### config.mk
export PLATFORM = sky130hd
export DESIGN_NAME = vdiv_lane_unit
export DESIGN_NICKNAME = d
export VERILOG_FILES = /design/src/rtl/rv32v_types_pkg.sv /design/src/rtl/vdiv_step.sv /design/src/rtl/vdiv_lane_unit.sv
export SDC_FILE = /design/constraint.sdc
export NUM_CORES = 1
export LEC_CHECK = 0
export ABC_CLOCK_PERIOD_IN_PS = 7850
export CAP_MARGIN = 5
export CORE_UTILIZATION = 55
export DETAILED_ROUTE_END_ITERATION = 10
export HOLD_SLACK_MARGIN = 0.12
export PLACE_DENSITY = 0.72
export SLEW_MARGIN = 10
export SYNTH_ARGS = -nofsm -noshare
export SYNTH_HDL_FRONTEND = slang
export SYNTH_HIERARCHICAL = 1
export SYNTH_SLANG_ARGS = --single-unit
export TNS_END_PERCENT = 1
### constraint.sdc
create_clock -name CLK -period 7.85 [get_ports CLK]
set_input_delay 0.785 -clock CLK [delete_from_list [all_inputs] [get_ports CLK]]
set_output_delay 0.785 -clock CLK [all_outputs]
set_load 0.005 [all_outputs]
### src/rtl/rv32v_types_pkg.sv
// Shared vector-unit types for the rv32v execute stage.
//   vsew_t        : element width encoding (SEW64 and above run as SEW32 in the divider)
//   vdiv_input_t  : request bundle driven by the execute lane into vdiv_lane_unit
//   vdiv_output_t : response bundle {vd_res, vdiv_busy}
//   vdiv_state_t  : divider lane FSM states
// Helper functions decode SEW into an element bit count and mask, and build the
// RVV special-case results.
package rv32v_types_pkg;

  typedef enum logic [2:0] {
    SEW8  = 3'd0,
    SEW16 = 3'd1,
    SEW32 = 3'd2,
    SEW64 = 3'd3
  } vsew_t;

  typedef struct packed {
    logic        vdiv_en;
    logic [31:0] vs1_data;       // divisor
    logic [31:0] vs2_data;       // dividend
    vsew_t       vsew;
    logic        vdivremainder;  // 1: remainder, 0: quotient
    logic        vopunsigned;
    logic        vmem_use_stall;
    logic        flush;
  } vdiv_input_t;

  typedef struct packed {
    logic [31:0] vd_res;
    logic        vdiv_busy;
  } vdiv_output_t;

  typedef enum logic [1:0] {
    VDIV_IDLE,
    VDIV_CALC,
    VDIV_DONE
  } vdiv_state_t;

  // Element width in bits; wider encodings fall back to 32.
  function automatic int unsigned sew_bits(vsew_t sew);
    case (sew)
      SEW8:    return 8;
      SEW16:   return 16;
      default: return 32;
    endcase
  endfunction

  function automatic logic [31:0] sew_mask(vsew_t sew);
    case (sew)
      SEW8:    return 32'h0000_00ff;
      SEW16:   return 32'h0000_ffff;
      default: return 32'hffff_ffff;
    endcase
  endfunction

  // Results that bypass the iterative loop. Operands are already masked to the element.
  // Priority: divide-by-zero, then signed overflow, then |dividend| < |divisor|.
  function automatic logic [31:0] special_res(logic rem_op, logic div0, logic ovf,
                                              logic [31:0] dvd, logic [31:0] mask);
    if (div0) return rem_op ? dvd : mask;
    if (ovf)  return rem_op ? 32'h0 : dvd;
    return rem_op ? dvd : 32'h0;
  endfunction

endpackage

### src/rtl/vdiv_step.sv
// One restoring-division step (combinational).
//   rem          : current partial remainder (always < divisor)
//   divisor      : divisor magnitude
//   dividend_bit : next dividend bit, MSB first
//   rem_next     : updated partial remainder
//   q_bit        : quotient bit produced by this step
module vdiv_step #(
  parameter int unsigned XLEN = 32
) (
  input  logic [XLEN-1:0] rem,
  input  logic [XLEN-1:0] divisor,
  input  logic            dividend_bit,
  output logic [XLEN-1:0] rem_next,
  output logic            q_bit
);

  // One extra bit: the shifted remainder can reach 2*divisor-1.
  logic [XLEN:0] shifted;
  logic [XLEN:0] diff;

  always_comb begin
    shifted  = {rem, dividend_bit};
    diff     = shifted - {1'b0, divisor};
    q_bit    = (shifted >= {1'b0, divisor});
    // Either branch fits in XLEN bits because the result is below the divisor.
    rem_next = q_bit ? diff[XLEN-1:0] : shifted[XLEN-1:0];
  end

endmodule

### src/rtl/vdiv_lane_unit.sv
// Per-lane vector integer divider (VDIV/VDIVU/VREM/VREMU) for one SEW element per request.
// Radix-2 restoring loop on operand magnitudes; sign fixup applied on exit.
//   CLK      : clock
//   nRST     : asynchronous active-low reset
//   vdiv_in  : request bundle {vdiv_en, vs1_data, vs2_data, vsew, vdivremainder,
//              vopunsigned, vmem_use_stall, flush}
//   vdiv_out : {vd_res, vdiv_busy}
// Build option: define VDIV_FAST_SPECIAL_EN to let divide-by-zero, signed overflow and
// |dividend| < |divisor| skip the loop (DONE on the cycle after accept). Results are
// identical either way.
module vdiv_lane_unit
  import rv32v_types_pkg::*;
#(
  parameter int unsigned XLEN      = 32,
  parameter int unsigned CNT_WIDTH = 6
) (
  input  logic         CLK,
  input  logic         nRST,
  input  vdiv_input_t  vdiv_in,
  output vdiv_output_t vdiv_out
);

  vdiv_state_t          state_q, state_d;
  logic [CNT_WIDTH-1:0] cnt_q, cnt_d;
  logic [XLEN-1:0]      dvd_q, dvd_d;    // dividend magnitude, MSB-aligned shift register
  logic [XLEN-1:0]      dvs_q, dvs_d;    // divisor magnitude
  logic [XLEN-1:0]      rem_q, rem_d;    // partial remainder
  logic [XLEN-1:0]      quo_q, quo_d;    // quotient bits shifted in from the LSB
  logic [XLEN-1:0]      mask_q, mask_d;
  logic [XLEN-1:0]      raw_q, raw_d;    // masked signed dividend, for special results
  logic                 rem_op_q, rem_op_d;
  logic                 neg_quo_q, neg_quo_d;
  logic                 neg_rem_q, neg_rem_d;
  logic                 div0_q, div0_d;
  logic                 ovf_q, ovf_d;
  logic [XLEN-1:0]      res_q, res_d;
  logic                 busy;

  // Request decode
  logic [CNT_WIDTH-1:0] n_in;
  logic [XLEN-1:0]      mask_in, msb_in, a_in, b_in, a_mag, b_mag;
  logic                 signed_in, sign_a, sign_b, div0_in, ovf_in;

  always_comb begin
    n_in      = CNT_WIDTH'(sew_bits(vdiv_in.vsew));
    mask_in   = sew_mask(vdiv_in.vsew);
    msb_in    = mask_in ^ (mask_in >> 1);
    a_in      = vdiv_in.vs2_data & mask_in;
    b_in      = vdiv_in.vs1_data & mask_in;
    signed_in = ~vdiv_in.vopunsigned;
    sign_a    = signed_in & (|(a_in & msb_in));
    sign_b    = signed_in & (|(b_in & msb_in));
    a_mag     = sign_a ? ((-a_in) & mask_in) : a_in;
    b_mag     = sign_b ? ((-b_in) & mask_in) : b_in;
    div0_in   = (b_in == '0);
    ovf_in    = signed_in & (a_in == msb_in) & (b_in == mask_in);
  end

`ifdef VDIV_FAST_SPECIAL_EN
  logic small_in;
  assign small_in = (a_mag < b_mag);
`endif

  // Datapath step
  logic [XLEN-1:0] step_rem;
  logic            step_q;

  vdiv_step #(
    .XLEN(XLEN)
  ) u_step (
    .rem         (rem_q),
    .divisor     (dvs_q),
    .dividend_bit(dvd_q[XLEN-1]),
    .rem_next    (step_rem),
    .q_bit       (step_q)
  );

  // The quotient never exceeds N <= XLEN bits, so the top register bit falls off.
  logic quo_msb_unused;
  assign quo_msb_unused = quo_q[XLEN-1];

  logic [XLEN-1:0] q_fin, quo_fix, rem_fix, calc_res;

  always_comb begin
    q_fin    = {quo_q[XLEN-2:0], step_q};
    quo_fix  = neg_quo_q ? ((-q_fin) & mask_q) : (q_fin & mask_q);
    rem_fix  = neg_rem_q ? ((-step_rem) & mask_q) : (step_rem & mask_q);
    calc_res = (div0_q | ovf_q) ? special_res(rem_op_q, div0_q, ovf_q, raw_q, mask_q)
                                : (rem_op_q ? rem_fix : quo_fix);
  end

  // Next state
  always_comb begin
    state_d   = state_q;
    cnt_d     = cnt_q;
    dvd_d     = dvd_q;
    dvs_d     = dvs_q;
    rem_d     = rem_q;
    quo_d     = quo_q;
    mask_d    = mask_q;
    raw_d     = raw_q;
    rem_op_d  = rem_op_q;
    neg_quo_d = neg_quo_q;
    neg_rem_d = neg_rem_q;
    div0_d    = div0_q;
    ovf_d     = ovf_q;
    res_d     = res_q;
    busy      = 1'b0;

    unique case (state_q)
      VDIV_IDLE: begin
        busy = vdiv_in.vdiv_en & ~vdiv_in.flush;
        if (vdiv_in.vdiv_en && !vdiv_in.flush) begin
          cnt_d     = n_in;
          dvd_d     = a_mag << (CNT_WIDTH'(XLEN) - n_in);
          dvs_d     = b_mag;
          rem_d     = '0;
          quo_d     = '0;
          mask_d    = mask_in;
          raw_d     = a_in;
          rem_op_d  = vdiv_in.vdivremainder;
          neg_quo_d = sign_a ^ sign_b;
          neg_rem_d = sign_a;
          div0_d    = div0_in;
          ovf_d     = ovf_in;
          state_d   = VDIV_CALC;
`ifdef VDIV_FAST_SPECIAL_EN
          if (div0_in || ovf_in || small_in) begin
            res_d   = special_res(vdiv_in.vdivremainder, div0_in, ovf_in, a_in, mask_in);
            state_d = VDIV_DONE;
          end
`endif
        end
      end

      VDIV_CALC: begin
        busy  = 1'b1;
        cnt_d = cnt_q - 1'b1;
        dvd_d = dvd_q << 1;
        rem_d = step_rem;
        quo_d = q_fin;
        if (cnt_q == CNT_WIDTH'(1)) begin
          res_d   = calc_res;
          state_d = VDIV_DONE;
        end
      end

      VDIV_DONE: begin
        // A pending memory stall keeps the result presented; new requests wait.
        if (!vdiv_in.vmem_use_stall) state_d = VDIV_IDLE;
      end

      default: state_d = VDIV_IDLE;
    endcase

    if (vdiv_in.flush) begin
      state_d = VDIV_IDLE;
      res_d   = res_q;
    end
  end

  always_ff @(posedge CLK or negedge nRST) begin
    if (!nRST) begin
      state_q   <= VDIV_IDLE;
      cnt_q     <= '0;
      dvd_q     <= '0;
      dvs_q     <= '0;
      rem_q     <= '0;
      quo_q     <= '0;
      mask_q    <= '0;
      raw_q     <= '0;
      rem_op_q  <= 1'b0;
      neg_quo_q <= 1'b0;
      neg_rem_q <= 1'b0;
      div0_q    <= 1'b0;
      ovf_q     <= 1'b0;
      res_q     <= '0;
    end else begin
      state_q   <= state_d;
      cnt_q     <= cnt_d;
      dvd_q     <= dvd_d;
      dvs_q     <= dvs_d;
      rem_q     <= rem_d;
      quo_q     <= quo_d;
      mask_q    <= mask_d;
      raw_q     <= raw_d;
      rem_op_q  <= rem_op_d;
      neg_quo_q <= neg_quo_d;
      neg_rem_q <= neg_rem_d;
      div0_q    <= div0_d;
      ovf_q     <= ovf_d;
      res_q     <= res_d;
    end
  end

  always_comb begin
    vdiv_out.vd_res    = res_q;
    vdiv_out.vdiv_busy = busy;
  end

endmodule

==> metrics.txt <==
ant diodes 0; DRC 5; Final period util 66.5%; num rows 59; fill cell count 2,295; clk sinks 207; switching power 3.13 mW; Final TNS setup 0 ns; Die Ht 166 um; Starting Density 56.4%; syn nets 1,980; multi-input gate area in the final layout 8910 sq um; number of global-route vias before repair 13.2k; Syn Inst Count 1,864; max_slew headroom 19.9%; fin crit period 5.22 ns; worst-case clock buffer depth 3; Root Buffer clkbuf_16; Chip Width 166 um; top cells by count, synth nand2_1, dfrtp_1, o21ai_0; Final nets 2,015; Ys Warns 6; CORE AREA 26,200 sq um; Syn Area/Cell 7.93 sq um; CTS resizes 0; CTS HTree Levels 1; violated checks design-rule violations; Reg power frac 25.3%; share of the synthesized area in the top cell type 35.0%; leakage power total 7.10 nW; clock share of power 17.4%; Final Hold Violating Endpoints 0; hold buffer count at cts 0; Initial DRC Count 1,593; clk slew on worst S/H paths 0.06 ns; # setup viols final 0; final wirelength 47,200 um; aggregate global-route resource usage 34.1%; TritonCTS clock tree done; Synth area leaders dfrtp_1, nand2_1, o21ai_0, xor2_1, a21oi_1; Post-synth EDFFs 0; cell with the most instances after synthesis nand2_1; crit path from rem_q[11]; TritonRoute pass-1 iters 8; fmax 192 MHz; wire length per cell 20.9 um; Yosys reg bits 207; RSZ-0062 raised after global routing false; setup skew after layout 0.0200 ns; final core utilization 64.2%; area leader, netlist dfrtp_1; Max Cap Violations 0; Crit Path Max Fanout 27; I/O Pins 107; via/cell ratio 6.37; Synth async-reset ratio 100%; Synth cell types 88; Max Slew Vio Count 0; PwrDens 398 nW/um^2; Crit. End Element register; TritonCTS buffer count 25; GP Congestion 0.988; Final HPWL DP 34,400 um; actual slew at the worst max-slew pin 1.20 ns; Crit path arrival time 5.62 ns; status finished with violations; Post-CTS Setup Bufs 0; FF-to-FF Start rem_q[11]; switching share of power 46.7%; antenna violations before repair 0; Gate power share 57.3%; ys flop type dfrtp_1; register area share after synthesis 35.0%; Hold Crit Class in2async; storage element area 5180 sq um; Synth Cell Area 14,800 sq um; first-pass GRT wire length 74,500 um; Die ar. 27,500 sq um; Peak VDD IR 255 uV; # port buffers 106; Routed Antenna Nets 0; Worst EP required 8.25 ns; Worst setup SP type register; critical path type reg2reg; share of layout cells above drive strength 1 6.47%; GRT overflow 0; internal power 3.57 mW; Clock Latency Late Sink 0.53 ns; pin count of the biggest net entering global routing 96; Via Count 14.3k; Layout area overhead 13.8%
[metrics by stage]
stage                     cell area, sq um  power [mW]  hold slack [ns]  std cells  setup WS [ns]
after floorplan                      14800        4.20            0.439       1864           3.45
after global placement               16000        5.40            0.454       2207           2.81
after detailed placement             16000        5.45            0.457       2207           2.71
after CTS                            16800        6.64            0.291       2252           2.70
after global routing                 16800        7.14            0.317       2252           2.28
final                                16800        6.70            0.274       2252           2.63
[worst max-delay path, cell delays in order (launching register included)]
cell	delay, ns
dfrtp_1	0.40
ha_1	0.44
and4_1	0.30
nand2_1	0.10
nor4_2	0.31
a31oi_1	0.14
o32ai_1	0.43
nor3_4	0.06
buf_4	0.23
inv_2	0.24
a21oi_1	0.16
inv_1	0.11
ha_1	0.18
or4b_2	0.68
or2_2	0.42
o31ai_1	0.27
xor2_1	0.22
o221ai_1	0.14
mux2_2	0.27
[per-layer routing]
layer	track usage, %	up-vias	share of wire [%]	routed length, um
met5	0	-	0	0
met4	13.1	0	3.8	1800
met3	6.22	116	8.4	3980
met2	49.9	647	43	20100
met1	49.8	6811	45	21300
li1	-	6768	-	-
[cells by family after synthesis]
family / synth area share (%)
fa+ha+maj: 3.61
mux: 1.25
simple gates: 23.7
flops: 35.0
buf+inv: 4.90
xor+xnor: 7.64
compound gates: 23.8
[registers in the layout, summed over array words and instances (netlist names)]
register / cells
quo_q: 31
neg_quo_q: 1
raw_q: 32
div0_q: 1
dvs_q: 32
cnt_q: 6
rem_q: 32
ovf_q: 1
rem_op_q: 1
dvd_q: 32
neg_rem_q: 1
mask_q: 3
state_q: 2
res_q: 32
[worst paths after layout]
check                      slack, ns  cells past startpoint   endpoint
max                             2.63                     18  res_q[12]
min                             0.27                      1  dvs_q[23]
max reg2reg                     2.63                     18  res_q[12]
min reg2reg                     0.47                      2  dvs_q[31]
max in group asynchronous       6.20                      2   dvd_q[1]
min in group CLK                0.47                      2  dvs_q[31]
[final cells by class]
cell class | count | share of cell area (%)
Inverter | 63 | 1.41
Clock inverter | 12 | 0.915
Clock buffer | 33 | 3.96
Sequential cell | 207 | 30.8
Tap cell | 335 | 2.49
Timing Repair Buffer | 131 | 7.45
Multi-Input combinational cell | 1471 | 53.0
[layout by cell type (no fill, tap or decap), types with 7 or more instances in the layout]
cell type / n
nor4_1: 22
nor3_1: 29
a21o_1: 11
o211ai_1: 13
buf_4: 25
nor2_1: 119
and3_1: 8
a22o_1: 8
o21ai_0: 177
inv_1: 59
o41ai_2: 8
clkdlybuf4s50_1: 105
or4_1: 16
nand2b_1: 9
o21ai_1: 7
a21oi_1: 112
o21a_1: 13
xor2_1: 70
nand4_1: 15
nand2_1: 328
a22oi_1: 15
clkbuf_16: 25
and2_1: 10
o221ai_1: 9
or2_2: 13
o31ai_1: 27
o41ai_1: 15
dfrtp_1: 207
o22ai_1: 10
mux2i_1: 14
a31oi_1: 29
xnor2_1: 59
nand3_1: 98
nor2b_1: 11
or3_1: 22
a221oi_1: 15
a211oi_1: 9
clkbuf_1: 7
ha_1: 41
[power groups by stage]
stage | Clock [mW] | Combinational [mW] | Sequential (mW)
after floorplan | 0 | 2.59 | 1.62
after global placement | 0 | 3.71 | 1.69
after detailed placement | 0 | 3.75 | 1.70
after CTS | 1.17 | 3.78 | 1.69
after global routing | 1.22 | 4.18 | 1.74
final | 1.16 | 3.84 | 1.70
No activity file was read; power rests on OpenSTA's default activity.
